File: src/rtl/loader_pkg.sv
// Shared definitions for the boot-time program loader.
// Latency: n/a (types and constants only).
// Backpressure: n/a.
package loader_pkg;

  typedef enum logic [2:0] {
    S_LEN_HI = 3'd0,
    S_LEN_LO = 3'd1,
    S_DATA   = 3'd2,
    S_CSUM   = 3'd3,
    S_DONE   = 3'd4,
    S_ERR    = 3'd5
  } state_t;

  localparam int unsigned HDR_BYTES      = 2;
  localparam int unsigned BYTES_PER_WORD = 4;

endpackage

File: src/rtl/word_packer.sv
// Packs accepted bytes MSB-first into 32-bit words.
// Latency: word/word_full are combinational on the byte that completes a word.
// Backpressure: none; only advances when en is high, so partial words persist.
//
// Ports:
//   clk, rst    clock and synchronous active-high clear
//   en, din     accept one data byte this cycle
//   word        packed word (earlier bytes plus din), valid while word_full
//   word_full   high in the cycle the final byte of a word is accepted
module word_packer
  import loader_pkg::*;
(
  input  logic        clk,
  input  logic        rst,
  input  logic        en,
  input  logic [7:0]  din,
  output logic [31:0] word,
  output logic        word_full
);

  logic [23:0] shreg;
  logic [1:0]  idx;

  // Word is presented combinationally so the loader can register the write
  // on the same edge that accepts the last byte.
  assign word      = {shreg, din};
  assign word_full = en && (idx == 2'(BYTES_PER_WORD - 1));

  always_ff @(posedge clk) begin
    if (rst) begin
      shreg <= '0;
      idx   <= '0;
    end else if (en) begin
      shreg <= {shreg[15:0], din};
      idx   <= idx + 2'd1;   // wraps 3 -> 0 at the word boundary
    end
  end

endmodule

File: src/rtl/program_loader.sv
// Loads a length-prefixed, XOR-checksummed byte image into instruction memory.
// Latency: imem write one cycle after a word's 4th byte; done one cycle after checksum.
// Backpressure: in_ready decoded from state; drops to 0 only in DONE/ERR.
//
// Ports:
//   clk, rst                       clock, synchronous active-high reset
//   in_valid, in_data, in_ready    byte stream handshake
//   imem_we, imem_addr, imem_wdata instruction-memory write port (registered)
//   core_rst                       holds the core in reset until load succeeds
//   done, error                    terminal status flags
module program_loader
  import loader_pkg::*;
#(
  parameter int unsigned MAX_WORDS = 256,
  parameter int unsigned CNT_W     = 16
) (
  input  logic        clk,
  input  logic        rst,
  input  logic        in_valid,
  input  logic [7:0]  in_data,
  output logic        in_ready,
  output logic        imem_we,
  output logic [31:0] imem_addr,
  output logic [31:0] imem_wdata,
  output logic        core_rst,
  output logic        done,
  output logic        error
);

  state_t           state;
  logic [7:0]       len_hi;
  logic [CNT_W-1:0] len;
  logic [CNT_W-1:0] wcnt;
  logic [7:0]       csum;

  logic        xfer;
  logic        data_en;
  logic [15:0] hdr_len;
  logic [31:0] word;
  logic        word_full;

  assign in_ready = (state != S_DONE) && (state != S_ERR);
  assign xfer     = in_valid && in_ready;
  assign data_en  = xfer && (state == S_DATA);
  assign hdr_len  = {len_hi, in_data};

  word_packer u_packer (
    .clk       (clk),
    .rst       (rst),
    .en        (data_en),
    .din       (in_data),
    .word      (word),
    .word_full (word_full)
  );

  always_ff @(posedge clk) begin
    if (rst) begin
      state      <= S_LEN_HI;
      len_hi     <= '0;
      len        <= '0;
      wcnt       <= '0;
      csum       <= '0;
      imem_we    <= 1'b0;
      imem_addr  <= '0;
      imem_wdata <= '0;
      core_rst   <= 1'b1;
      done       <= 1'b0;
      error      <= 1'b0;
    end else begin
      imem_we <= 1'b0;
      case (state)
        S_LEN_HI: begin
          if (xfer) begin
            len_hi <= in_data;
            state  <= S_LEN_LO;
          end
        end
        S_LEN_LO: begin
          if (xfer) begin
            len <= CNT_W'(hdr_len);
            // Range check happens here so the word counter can never wrap.
            if ({16'd0, hdr_len} > MAX_WORDS) begin
              state <= S_ERR;
              error <= 1'b1;
            end else if (hdr_len == 16'd0) begin
              state <= S_CSUM;
            end else begin
              state <= S_DATA;
            end
          end
        end
        S_DATA: begin
          if (xfer) begin
            csum <= csum ^ in_data;
            if (word_full) begin
              imem_we    <= 1'b1;
              imem_addr  <= 32'({wcnt, 2'b00});
              imem_wdata <= word;
              wcnt       <= wcnt + CNT_W'(1);
              if (wcnt + CNT_W'(1) == len) state <= S_CSUM;
            end
          end
        end
        S_CSUM: begin
          if (xfer) begin
            if (in_data == csum) begin
              state    <= S_DONE;
              done     <= 1'b1;
              core_rst <= 1'b0;
            end else begin
              state <= S_ERR;
              error <= 1'b1;
            end
          end
        end
        default: ;  // S_DONE / S_ERR hold until reset
      endcase
    end
  end

endmodule

File: config.mk
export PLATFORM = sky130hd
export DESIGN_NAME = program_loader
export DESIGN_NICKNAME = d
export VERILOG_FILES = /design/src/rtl/loader_pkg.sv /design/src/rtl/word_packer.sv /design/src/rtl/program_loader.sv
export SDC_FILE = /design/constraint.sdc
export NUM_CORES = 1
export LEC_CHECK = 0
export CAP_MARGIN = 20
export CORE_UTILIZATION = 54
export DETAILED_ROUTE_END_ITERATION = 7
export PLACE_DENSITY = 0.79
export SLEW_MARGIN = 15
export SYNTH_ARGS = -nofsm -noshare
export SYNTH_HDL_FRONTEND = slang
export SYNTH_HIERARCHICAL = 1
export SYNTH_SLANG_ARGS = --single-unit
File: constraint.sdc
create_clock -name clk -period 2.8 [get_ports clk]
set_input_delay 0.84 -clock clk [delete_from_list [all_inputs] [get_ports clk]]
set_output_delay 0.84 -clock clk [all_outputs]
set_load 0.02 [all_outputs]
After elaboration in Yosys (flattened, before gate mapping)
Cells that the tools add are included.
{ "op_classes": {"n_addsub": 2, "magnitude_cmp": 1, "n_eq_ne": 16, "n_mux": 16, "n_bitwise": 3, "reduce_logical": 16} }
{ "op_table": {"columns": ["op", "count"], "rows": [
  ["3-bit two-way mux", 7],
  ["16-bit by 1-bit adder with 16-bit output, second input constant", 1],
  ["16-bit equality test", 1],
  ["16-bit by 9-bit greater-than comparator with 1-bit output, second input constant", 1],
  ["16-bit logical NOT", 1],
  ["2-bit != test, second input constant", 6],
  ["3-bit one-hot mux with 4 select lines", 1],
  ["8-bit equality test", 1],
  ["8-bit bitwise XOR", 1],
  ["1-bit two-way mux", 7],
  ["7-bit AND reduction", 1],
  ["3-bit by 2-bit equality test with 1-bit output, second input constant", 2],
  ["3-bit != test, second input constant", 2],
  ["2-bit AND reduction", 3],
  ["3-bit AND reduction", 2],
  ["5-bit AND reduction", 1],
  ["1-bit logical AND", 4],
  ["2-bit by 1-bit != test with 1-bit output, second input constant", 2],
  ["4-bit nonzero test", 1],
  ["3-bit by 1-bit equality test with 1-bit output, second input constant", 1],
  ["3-bit logical NOT", 1],
  ["3-bit OR reduction", 1],
  ["2-bit by 1-bit adder with 2-bit output, second input constant", 1],
  ["2-bit equality test, second input constant", 1],
  ["3 further kinds", 4]
]} }
{ "word_totals": {"register_bits": 129, "input_bits": 11, "output_inout_bits": 69, "elab_cells": 67} }

Depth between registers and ports, before layout
Gate-level depths: netlist of run 1.
{ "depth": {"word_depth": 8, "ltp_mapped": 10, "depth_no_buf": 7} }

Cells and area by module
Netlist of run 1, hierarchy kept.
{ "by_module_without_submodules": {"columns": ["mod", "instances", "cells_each", "area_each_um2", "seq_area_each_um2"], "rows": [
  ["program_loader", 1, 571, 4558.1, 2062.0],
  ["word_packer", 1, 94, 1023.5, 520.5]
]} }

Least setup slack after synthesis of run 1
OpenSTA, ideal clock, no wires.
{ "synth_path": {"path_kind": "input-to-reg", "startpoint": "input port in_valid", "endpoint": "register state[0]", "setup_ns": 0.079, "t_arrival_ns": 2.559, "required_ns": 2.721, "setup_slack_ns": 0.161, "path_stages": 10, "path_buffers": 3, "cell_sequence": "and4bb_2 buf_2 buf_6 buf_12 and2_1 o2111ai_1 nor4_1 nor4b_2 o2111ai_1 a211oi_2"} }
{ "synth_via": {"elab_chain_cells": 5, "elab_cells_between_ends": 9, "classes_between": "5 x eq/ne; 4 x reduce/logical"} }
{ "synth_lines": {"columns": ["item", "line_no", "source"], "rows": [
  ["start, declared", "program_loader.sv:19", "input logic in_valid,"],
  ["1-bit logical AND", "program_loader.sv:43", "assign xfer = in_valid && in_ready;"],
  ["1-bit logical AND", "program_loader.sv:44", "assign data_en = xfer && (state == S_DATA);"],
  ["named net data_en", "program_loader.sv:37", "logic data_en;"],
  ["1-bit logical AND", "word_packer.sv:27", "assign word_full = en && (idx == 2'(BYTES_PER_WORD - 1));"],
  ["named net word_full", "program_loader.sv:40", "logic word_full;"],
  ["2-bit by 1-bit != test with 1-bit output (no line)", null, null],
  ["7-bit AND reduction (no line)", null, null],
  ["end signal, assigned", "program_loader.sv:58", "state <= S_LEN_HI;"],
  ["end signal, assigned", "program_loader.sv:75", "state <= S_LEN_LO;"],
  ["end signal, assigned", "program_loader.sv:83", "state <= S_ERR;"],
  ["end, declared", "program_loader.sv:30", "state_t state;"]
]} }
The timed path passes the listed nets, and every way through them passes these cells.
A chain may end at the register's enable or synchronous reset.

Worst setup path after layout of run 1
{ "layout_path": {"startpoint": "register state[1]", "endpoint": "output port in_ready"} }
{ "layout_via": {"elab_chain_cells": 2, "elab_cells_between_ends": 3, "classes_between": "2 x eq/ne; 1 x reduce/logical"} }
{ "layout_lines": {"columns": ["item", "line_no", "source"], "rows": [
  ["3-bit != test", "program_loader.sv:42", "assign in_ready = (state != S_DONE) && (state != S_ERR);"],
  ["1-bit logical AND (*)", "program_loader.sv:42", null],
  ["end, declared", "program_loader.sv:21", "output logic in_ready,"]
]} }
Every way passes the cells marked *; elsewhere a longest branch is shown, timed or not.

==> results of run 1 <==
## where the power goes
part	switching [mW]	total, mW	internal [mW]
combinational	0.149	0.236	0.0871
sequential	0.0249	1.89	1.86
clock	0.805	2.21	1.41
total	0.979	4.34	3.36
## through the flow
step,cell area [um2],setup WS (ns),instances
floorplan,5640,0.161,680
global placement,6200,0.0699,831
detailed placement,6200,-0.0213,831
CTS,6800,0.221,862
global route,6800,0.139,862
finish,6800,0.220,862
## synthesized netlist by cell type, drive strengths merged, types with 5 or more instances
master	instances
nand2	170
a21oi	78
buf	44
nand4	7
nor4	5
nand3	10
nor2	61
clkbuf	22
dfxtp	129
and3	7
xnor2	25
nand2b	5
and4	6
mux2i	26
xor2	27
## worst max path at each step
| stage | start | end | slack [ns] |
|---|---|---|---|
| global placement | in_valid | state[0] | 0.07 |
| floorplan | in_valid | state[0] | 0.16 |
| CTS | state[1] | in_ready | 0.22 |
| global route | state[1] | in_ready | 0.14 |
| detailed placement | in_valid | state[0] | -0.02 |
| finish | state[1] | in_ready | 0.22 |
## worst register-to-register path: stages, from the launching register on
cell       delay (ns)
dfxtp_1          0.52
ha_1             0.36
and3_1           0.38
xor2_1           0.18
nand4_1          0.13
a311oi_2         0.35
o2111ai_1        0.17
a211oi_2         0.22
## kinds of logic after synthesis
family	Yosys count
simple gates	289
flops	129
compound gates	95
buf+inv	70
xor+xnor	52
mux	26
fa+ha+maj	3
other cells	1
## state kept, by name, summed over array words and instances (netlist names)
signal          flops
core_rst            1
len                16
imem_wdata         32
imem_we             1
imem_addr          16
len_hi              8
u_packer/idx        2
u_packer/shreg     24
state               3
wcnt               16
done                1
error               1
csum                8
## routing by layer
layer	global-route usage, %	part of all wire (%)	up-vias
met5	0	0	-
met4	10.7	1.9	0
met3	6.23	4.1	23
met2	39.5	49	119
met1	28.9	45	2156
li1	-	-	2257
## cell type report
type                            instances  area share (%)
Inverter                                4           0.221
Clock buffer                           20            6.55
Clock inverter                         11            2.26
Multi-Input combinational cell        481            38.6
Tap cell                              133            2.45
Sequential cell                       129            38.0
Timing Repair Buffer                   84            11.9
==> flow_summary_export.csv, run 1 <==
group,metric,value,unit
run_status,status,"complete, no violations",
clock_tree,htree_levels,4,
die,coreArea,9910,um2
setup_path,crit_type,"flop to primary output",
hold_path,min_to,"done",
clock_tree,hold_buffers,0,
setup_path,critical-path-top-delay-family,"buffers and inverters",
flow_run,max-cap-violations,0,
synth,synthCells,665,
setup_path,r2r-end,"state[0]",
timing,min_period_over_period,92.1,%
die,dieHeight,104,um
power_and_ir_drop,power_leakage,2.41,nW
synth,async_flop_share,0,%
hold_path,min_path_type,"flop to flop",
setup_path,start_kind,"flop",
setup_path,crit_cells,3,
timing,rsz0062_at_grt,"false",
synth,synth_compound_area_share,9.53,%
clock_tree,cts_tree,"done",
clock_tree,cts_buffers,17,
synth,yosys.area_share.simple,22.8,%
routing,drc,0,
setup_path,rr_startpoint,"wcnt[1]",
routing,ant_nets,0,
synth,synth_cell_types,50,
global_routing,grt_max_degree,65,
global_routing,grt-ovfl-total,0,
routing,routed_wl,12500,um
setup_path,rrSetupSlack,0.42,ns
setup_path,crit_arrival,1.74,ns
die,die-area,10700,um2
clock_tree,path_clk_slew,0.06,ns
timing,holdWs,0.447,ns
synth,yosysWarnings,6,
timing,fin_crit,2.58,ns
synth,synth_area_leaders,"dfxtp_1 46%, nand2_1 11%, a21oi_1 6.9%",
clock_tree,cts_buffer_depth,2,
synth,synth_mux_area_share,4.66,%
timing,fin_worst_skew,0.00862,ns
cells_and_area,n_antenna_cell,0,
synth,yosysTopAreaCell,"dfxtp_1",
routing,vias_per_cell,5.28,
global_routing,grt_pass1_vias,4292,
setup_path,endpoint_kind,"primary output",
synth,postSynthAreaPerCell,8.39,um2
global_routing,antenna_found_initial,0,
timing,slew_headroom,63.6,%
setup_path,crit_chain,"inv_1, nand2_1, clkdlybuf4s50_1",
power_and_ir_drop,powerDensity,638,nW/um2
synth,synth_top_area_share,46.3,%
timing,setup_violations,0,
power_and_ir_drop,vdd_drop_max,0.351,mV
die,fp-row-count,36,
synth,yosysSeqAreaShare,46.3,%
clock_tree,post_cts_buffers,0,
power_and_ir_drop,finalPower,4.34,mW
routing,wl_per_cell,14.5,um
synth,synth_edf_count,0,
hold_path,worstHoldStart,"done",
setup_path,critical_path_buf_inv_count,2,
synth,synth_top_family_by_area,"simple AND/OR/NAND/NOR gates",
clock_tree,clock-root-buffer,"clkbuf_8",
timing,worst_pin_slew,0.546,ns
routing,vias,4555,
hold_path,holdPathStages,2,
routing,drt_iter0_drc,245,
routing,first_pass_iters,4,
cells_and_area,fillers,802,
placement,dp_hpwl,8410,um
die,initial_core_util,56.3,%
setup_path,worst-path-max-fanout,6,
placement,gp_congestion,0.868,
setup_path,slowest_delay,0.60,ns
die,die_width,104,um
cells_and_area,fin_nets,731,
synth,syn_area,5580,um2
timing,finalHoldViolCount,0,
cells_and_area,seqCellArea,2580,um2
clock_tree,postCtsResizedCells,0,
setup_path,cp_slowest_cell,"clkdlybuf4s50_1",
cells_and_area,area_growth,21.8,%
cells_and_area,layout_common_cells,"169 x nand2_1, 129 x dfxtp_1, 77 x a21oi_1, 62 x clkdlybuf4s50_1, 60 x nor2_1",
timing,slew_violations,0,
synth,synth_fa_ha_area_share,0.672,%
clock_tree,clkLatencyLatePin,0.53,ns
clock_tree,clock_sinks,129,
cells_and_area,layout_commonest_cell,"nand2_1",
timing,final.setup.tns,0,ns
cells_and_area,utilization,68.6,%
synth,ys.flop_type,"dfxtp_1",
synth,ys_ff_latch,129,
global_routing,grt_pass1_wl,20400,um
timing,max_freq,388,MHz
setup_path,cp_data_required_time,1.96,ns
synth,synthXorXnorAreaFrac,8.29,%
cells_and_area,drive_gt1_share,8.78,%
global_routing,track_usage,23.8,%
die,ios,80,
placement,port_buffers,63,
cells_and_area,multi_input_area,2630,um2
setup_path,reg2regPathDepth,7,
(Power assumes the default switching activity.)
==> run 2, diff against run 1 <==
--- a/config.mk
+++ b/config.mk
@@ -5,7 +5,7 @@
 export SDC_FILE = /design/constraint.sdc
 export NUM_CORES = 1
 export LEC_CHECK = 0
-export CAP_MARGIN = 20
+export CAP_MARGIN = 0
 export CORE_UTILIZATION = 54
 export DETAILED_ROUTE_END_ITERATION = 7
 export PLACE_DENSITY = 0.79
==> results of run 2 <==
Final layout, timing and power as in run 1 (identical DEF).
==> run 3, diff against run 2 <==
--- a/config.mk
+++ b/config.mk
@@ -6,6 +6,7 @@
 export NUM_CORES = 1
 export LEC_CHECK = 0
 export CAP_MARGIN = 0
+export CORE_MARGIN = 2
 export CORE_UTILIZATION = 54
 export DETAILED_ROUTE_END_ITERATION = 7
 export PLACE_DENSITY = 0.79
==> run 3 against run 2 <==
Net effect: register-to-register slack lost 0.12 ns; sequential share of layout area unchanged; setup slack improved by 0.022 ns; largest cell class unchanged; fmax increased by 0.86%; design area stayed put; first-iteration DRC count increased by 3.3%; sequential power barely moved; combinational power is essentially flat.
==> flow_summary_export.csv, run 3 (synthesis results as in run 1) <==
group,metric,value,unit
global_routing,use_met3,5.88,%
die,die_width,106,um
timing,finalWorstSetupSlack,0.242,ns
routing,ant_nets,0,
timing,slew_violations,0,
timing,finalHoldViolCount,0,
power_and_ir_drop,vdd_drop_max,0.369,mV
clock_tree,post_cts_buffers,0,
die,initial_core_util,54.8,%
clock_tree,cts_tree,"done",
setup_path,start_kind,"flop",
hold_path,min_path_type,"flop to flop",
timing,slew_headroom,58.4,%
timing,fin_crit,2.56,ns
routing,wl_per_cell,14.5,um
setup_path,endpoint_kind,"primary output",
setup_path,worst-path-max-fanout,6,
die,die-area,11200,um2
cells_and_area,layout_common_cells,"169 x nand2_1, 129 x dfxtp_1, 77 x a21oi_1, 62 x clkdlybuf4s50_1, 60 x nor2_1",
cells_and_area,utilization,66.8,%
setup_path,crit_type,"flop to primary output",
timing,max_freq,391,MHz
cells_and_area,max_flop_register,"imem_wdata",
routing,vias,4502,
global_routing,grt_pass1_wl,20900,um
die,ios,80,
routing,routed_wl,12500,um
setup_path,rrSetupSlack,0.30,ns
global_routing,grt_pass1_vias,4372,
placement,port_buffers,63,
run_status,status,"complete, no violations",
placement,gp_congestion,0.912,
die,coreArea,10200,um2
routing,drt_iter0_drc,253,
die,fp-row-count,37,
timing,rsz0062_at_grt,"false",
global_routing,use_met2,39.6,%
clock_tree,cts_buffer_depth,2,
clock_tree,clock-root-buffer,"clkbuf_8",
cells_and_area,n_antenna_cell,0,
clock_tree,path_clk_slew,0.06,ns
cells_and_area,fin_nets,729,
cells_and_area,layout_commonest_cell,"nand2_1",
cells_and_area,top_regs,"imem_wdata x32, u_packer/shreg x24",
routing,drc,0,
global_routing,track_usage,23.3,%
global_routing,grt_max_degree,60,
global_routing,grt-ovfl-total,0,
routing,vias_per_cell,5.21,
die,dieHeight,106,um
cells_and_area,area_growth,21.8,%
clock_tree,htree_levels,4,
power_and_ir_drop,powerDensity,640,nW/um2
global_routing,grt_busiest_layer,"met2",
clock_tree,cts_buffers,17,
clock_tree,hold_buffers,0,
placement,dpl_cell_area,6200,um2
cells_and_area,finalInstanceArea,6800,um2
global_routing,grt_use_met1,28.7,%
timing,min_period_over_period,91.3,%
setup_path,cp_data_required_time,1.96,ns
routing,first_pass_iters,5,
cells_and_area,largest_register_ff_count,32,
placement,preCtsSetupSlack,-0.0345,ns
clock_tree,postCtsResizedCells,0,
flow_run,max-cap-violations,0,
cells_and_area,drive_gt1_share,8.65,%
placement,dp_hpwl,8390,um
clock_tree,clock_sinks,129,
timing,fin_worst_skew,0.00757,ns
timing,worst_pin_slew,0.624,ns
global_routing,antenna_found_initial,0,
power_and_ir_drop,power_leakage,2.41,nW
setup_path,crit_arrival,1.72,ns
clock_tree,clkLatencyLatePin,0.52,ns
timing,setup_violations,0,
run 3: path summary, 6_finish.rpt:
kind / to / start / cells after the start
max: in_ready / state[1] / 3
min: imem_wdata[26] / imem_wdata[26] / 2
max reg2reg: state[0] / wcnt[0] / 7
min reg2reg: imem_wdata[26] / imem_wdata[26] / 2
run 3: stage by stage:
step,hold WS [ns],total power [mW],cells,setup TNS [ns]
final,0.451,4.35,864,0
after global routing,0.472,4.49,864,0
after CTS,0.455,4.37,864,0
after detailed placement,0.446,2.16,832,-0.0345
after global placement,0.435,2.16,832,0
after floorplan,0.431,2.11,680,0
run 3: cell type report:
type,count,area [um2]
clock buffers,18,418
clock inverters,14,180
fillers,813,3390
inverters,4,15.0
multi-input cells,481,2630
flip-flops and latches,129,2580
well taps,136,170
repair buffers,82,808
run 3: power by group:
| part | leakage (nW) | total, mW | switching (mW) | internal, mW |
|---|---|---|---|---|
| clock network | 0.292 | 2.23 | 0.854 | 1.37 |
| registers | 1.04 | 1.89 | 0.0240 | 1.86 |
| logic | 1.08 | 0.238 | 0.150 | 0.0879 |
| total | 2.41 | 4.35 | 1.03 | 3.32 |
run 3: worst max-delay path: stages, from the launching register on:
cell	delay [ns]
dfxtp_1	0.40
inv_1	0.12
nand2_1	0.09
clkdlybuf4s50_1	0.59
run 3: routing by layer:
| layer | vias to the layer above | part of all wire (%) |
|---|---|---|
| met3 | 20 | 4.7 |
| met5 | - | 0 |
| li1 | 2247 | - |
| met1 | 2110 | 43 |
| met2 | 125 | 51 |
| met4 | 0 | 1.9 |
==> variant 1: new RTL, config.mk and constraints of run 3 <==
Set the parameter `CNT_W` to 24 (it was 16).
--- a/src/rtl/program_loader.sv
+++ b/src/rtl/program_loader.sv
@@ -14,3 +14,3 @@
   parameter int unsigned MAX_WORDS = 256,
-  parameter int unsigned CNT_W     = 16
+  parameter int unsigned CNT_W     = 24
 ) (
Check against the original RTL: no difference found for any inputs over 4 cycles, from zero or initial values and one cycle with rst high; that may be too few to reach the edited logic, so the function may still have changed.
==> variant 1 against run 3 <==
- sequential cell count up 16
- routed wire length up 11%
- synthesized area up 11%
- setup slack better by 0.082 ns
- cell area up 11%
- synthesized cell count up 13%
- critical path depth down 1
- via count up 12%
- total power up 4.9%
- largest cell class unchanged
==> variant 1: results (changes against run 3) <==
[placed_design]
gp_congestion = 0.8740  ; -4.2%
dp.cells = 934  ; +12%

[timing]
timing.slew.headroom_pct = 61.32  ; +2.9 points
clock_skew_ns = 0.008492  ; +0.0009250 ns
finalCritPeriodShare_pct = 88.40  ; -2.9 points

[setup_path]
r2r_slack_ns = 0.47  ; +0.17 ns
crit_fanout = 8  ; +2
cp.arrival_ns = 1.64  ; -0.08 ns
crit_cells = 2  ; -1
rr_startpoint = wcnt[1]$_SDFFE_PP0P_

[logic_synthesis]
yosys-top-cells-count = 188 x nand2_1, 145 x dfxtp_1, 85 x a21oi_1
synth_cell_type_count = 52  ; +4.0%
syn-instance-count = 750  ; +13%
synth_seq_area_share_pct = 47.01  ; +0.74 points

[global_route]
grtUsageMet3_pct = 5.194  ; -0.68 points
use_met1_pct = 28.10  ; -0.62 points
first_global_vias = 4861  ; +11%
use_met2_pct = 39.71  ; +0.082 points
track_usage_pct = 23.03  ; -0.31 points

[power]
leakagePower_nw = 2.619  ; +8.6%
vdd_drop_max_uv = 502.7  ; +36%

[cells_and_area]
nFillCells = 915  ; +13%
final_nets = 823  ; +13%

[detailed_routing]
via_per_inst = 5.241  ; +0.59%
drt_iter0_drc = 384  ; +52%

[run_status]
outcome = completed

[hold_path]
hp-start = u_packer/shreg[18]$_SDFFE_PP0P_

[cts]
cts-root-buf = clkbuf_16

## variant 1: cell types whose count changed after synthesis, moves of 3 or more
cell	run 3	this run
nand2_1	169	188
and3_1	7	2
buf_2	7	15
clkbuf_1	22	29
dfxtp_1	129	145
buf_4	28	16
nor2_1	60	83
and4_1	4	1
xnor2_1	24	36
a21oi_1	77	85
nand4_1	6	12
nor3_1	2	10
## variant 1: final cells by class
| cell class | count | area share [%] |
|---|---|---|
| tap | 143 | 2.363 |
| clock buffer | 20 | 6.164 |
| multi-input combinational | 542 | 38.56 |
| clock inverter | 12 | 1.603 |
| sequential | 145 | 38.34 |
| inverter | 3 | 0.1487 |
| timing repair buffer | 101 | 12.82 |
## variant 1: cell families after synthesis
group                    after synthesis  share of synthesized area, %
AND/OR/NAND/NOR                      336                         23.44
flip-flops                           145                         47.01
AO/OA/AOI/OAI                        105                         9.403
buffers and inverters                 70                         6.200
XOR/XNOR                              63                         8.936
multiplexers                          28                         4.539
adder cells (fa/ha/maj)                2                        0.4052
other                                  1                       0.06073
## variant 1: worst reg2reg max path: stages, from the launching register on
cell and delay [ns]:
dfxtp_1 0.40, ha_1 0.27, nand3_1 0.12, or3_1 0.44, xnor2_1 0.17, nor3_1 0.27, nand4_1 0.13, nor4_1 0.31
o31a_1 0.16
## variant 1: routing by layer
metal | vias to the layer above | share of wire (%)
li1 | 2559 | -
met1 | 2359 | 44
met2 | 130 | 50
met3 | 15 | 4.7
met4 | 0 | 1.5
met5 | - | 0
## variant 1: per-stage QoR
step	total power [W]	cell area [um2]	TNS (ns)	utilization, %	worst slack, ns
after CTS	0.004602	7571	0	67.17	0.3100
after floorplan	0.002325	6201	0	-	0.07227
after global placement	0.002396	6983	0	61.95	0.02475
final	0.004566	7571	0	67.17	0.3249
after detailed placement	0.002404	6983	-0.1524	61.95	-0.09279
after global routing	0.004717	7571	0	67.17	0.1875
## variant 1: power by group
group / internal, W / switching [W] / leakage, nW
Combinational: 0.0000966 / 0.000147 / 1.17
Clock: 0.00131 / 0.000895 / 0.282
Sequential: 0.00209 / 0.0000263 / 1.17
Total: 0.00350 / 0.00107 / 2.62
==> variant 2: new RTL, settings of run 3 <==
Without the edit above. Register the output `error` once more, with the module's reset; this adds one clock of latency there. The other outputs are not delayed to match.
--- a/src/rtl/program_loader.sv
+++ b/src/rtl/program_loader.sv
@@ -28,2 +28,4 @@
 );
+
+  logic error_s0;
 
@@ -67,3 +69,3 @@
       done       <= 1'b0;
-      error      <= 1'b0;
+      error_s0   <= 1'b0;
     end else begin
@@ -83,3 +85,3 @@
               state <= S_ERR;
-              error <= 1'b1;
+              error_s0 <= 1'b1;
             end else if (hdr_len == 16'd0) begin
@@ -111,3 +113,3 @@
               state <= S_ERR;
-              error <= 1'b1;
+              error_s0 <= 1'b1;
             end
@@ -120,2 +122,10 @@
 
+  always_ff @(posedge clk) begin
+    if (rst) begin
+      error <= '0;
+    end else begin
+      error <= error_s0;
+    end
+  end
+
 endmodule
Function: changed (a bounded check fails within 4 cycles, from zero or initial values and one cycle with rst high).
==> variant 2 against run 3 <==
- cell area up 1.3%
- setup slack lost 0.018 ns
- sequential cell count is 1 higher
- final cell count rose by 1.5%
- routed wire length decreased by 2.3%
- global-route usage is 0.49 points lower
- total power increased by 1.3%
- clock power fell by 3%
- synthesized cell count up 1.4%
- synthesized area up 1.3%
- register-to-register slack improved by 0.07 ns
- first-iteration DRC count is 5.1% higher
==> variant 2: results (changes against run 3) <==
[run_status]
outcome = completed

[detailed_routing]
drt_iter0_drc = 266  ; +5.1%
wl_per_cell_um = 13.96  ; -3.8%
wl_met1_um = 5444  ; +1.5%
via_count = 4591  ; +2.0%
first_pass_iters = 5  ; unchanged
wl_met2_um = 5910  ; -6.8%
wl_met3_um = 637  ; +7.2%
via_per_inst = 5.235  ; +0.47%

[setup_path]
max_stage_delay_ns = 0.62  ; +0.03 ns
r2r_slack_ns = 0.37  ; +0.07 ns
rr_worst_depth = 8  ; +1
cp.arrival_ns = 1.74  ; +0.02 ns
crit_fanout = 5  ; -1
rr_startpoint = wcnt[1]$_SDFFE_PP0P_

[cells_and_area]
layout.nonclk_buf_share_pct = 12.50  ; +0.61 points
final_nets = 741  ; +1.6%
clock_area_share_pct = 8.483  ; -0.31 points
num-nonclk-inverters = 5  ; +1
multi_input_area_mm2 = 0.002651  ; +1.0%
layout-drive-gt1-share_pct = 10.26  ; +1.6 points
num-multi-input-gates = 485  ; +0.83%
seq_area_share_pct = 37.78  ; -0.20 points
seq_area_mm2 = 0.002603  ; +0.78%
synthToLayoutAreaGrowth_pct = 21.85  ; about the same
nFillCells = 798  ; -1.8%
buffers = 89  ; +8.5%

[cts]
htreeDepth = 4  ; unchanged
numCtsBuffers = 17  ; unchanged

[placed_design]
dp_slack_ns = -0.2383  ; -0.2038 ns
gp_congestion = 0.8750  ; -4.1%
dp_hpwl_um = 8083  ; -3.7%
dp.cells = 845  ; +1.6%

[global_route]
grtUsageMet3_pct = 5.702  ; -0.17 points
use_met1_pct = 27.99  ; -0.73 points
track_usage_pct = 22.86  ; -0.49 points
grt_max_degree = 78  ; +30%
grt_pass1_wl_um = 20690  ; -1.2%
first_global_vias = 4499  ; +2.9%

[logic_synthesis]
synth_seq_area_share_pct = 46.04  ; -0.23 points
ys_seq_elements = 130  ; +0.78%
synthTopCellsByArea = dfxtp_1 46%, nand2_1 11%, a21oi_1 7.1%
synth_cell_type_count = 54  ; +8.0%
yosys-top-cells-count = 169 x nand2_1, 130 x dfxtp_1, 80 x a21oi_1
syn-instance-count = 674  ; +1.4%

[power]
leakagePower_nw = 2.470  ; +2.4%
vdd_drop_max_uv = 435.2  ; +18%

[hold_path]
hp-class = flip-flop to flip-flop
hp-start = done$_SDFFE_PP0P_
whs_endpoint = done$_SDFFE_PP0P_

[timing]
worst_slew_pin_slew_ns = 0.7874  ; +0.1637 ns
hold_ws_ns = 0.4466  ; -0.004090 ns
final.min_clock_period_ns = 2.575  ; +0.01778 ns

==> variant 2: cell count changes in the layout (fill, tap and decap cells not counted), moves of 3 or more <==
cell,before,now
inv_6,3,6
xor2_1,27,32
buf_4,17,24
a21oi_1,77,80
o22ai_1,0,3
nor3_1,2,6
and3_1,7,1
xnor2_1,24,18
mux2i_1,26,29
==> variant 2: power by group through the flow <==
| stage | logic (W) | registers [W] | clock network, W |
|---|---|---|---|
| finish | 0.000320 | 0.00193 | 0.00216 |
| global route | 0.000350 | 0.00194 | 0.00229 |
| CTS | 0.000319 | 0.00193 | 0.00219 |
| detailed placement | 0.000315 | 0.00197 | 0 |
| global placement | 0.000304 | 0.00197 | 0 |
| floorplan | 0.000247 | 0.00196 | 0 |
==> variant 2: kinds of logic after synthesis <==
kind of cell	Yosys count	synth area share, %
DFF	130	46.04
muxes	29	5.135
and+or+nand+nor	289	22.47
buffers and inverters	74	8.388
other	1	0.06634
AOI/OAI and AO/OA	99	9.717
adders and majority gates	2	0.4426
xor gates and xnor gates	50	7.747
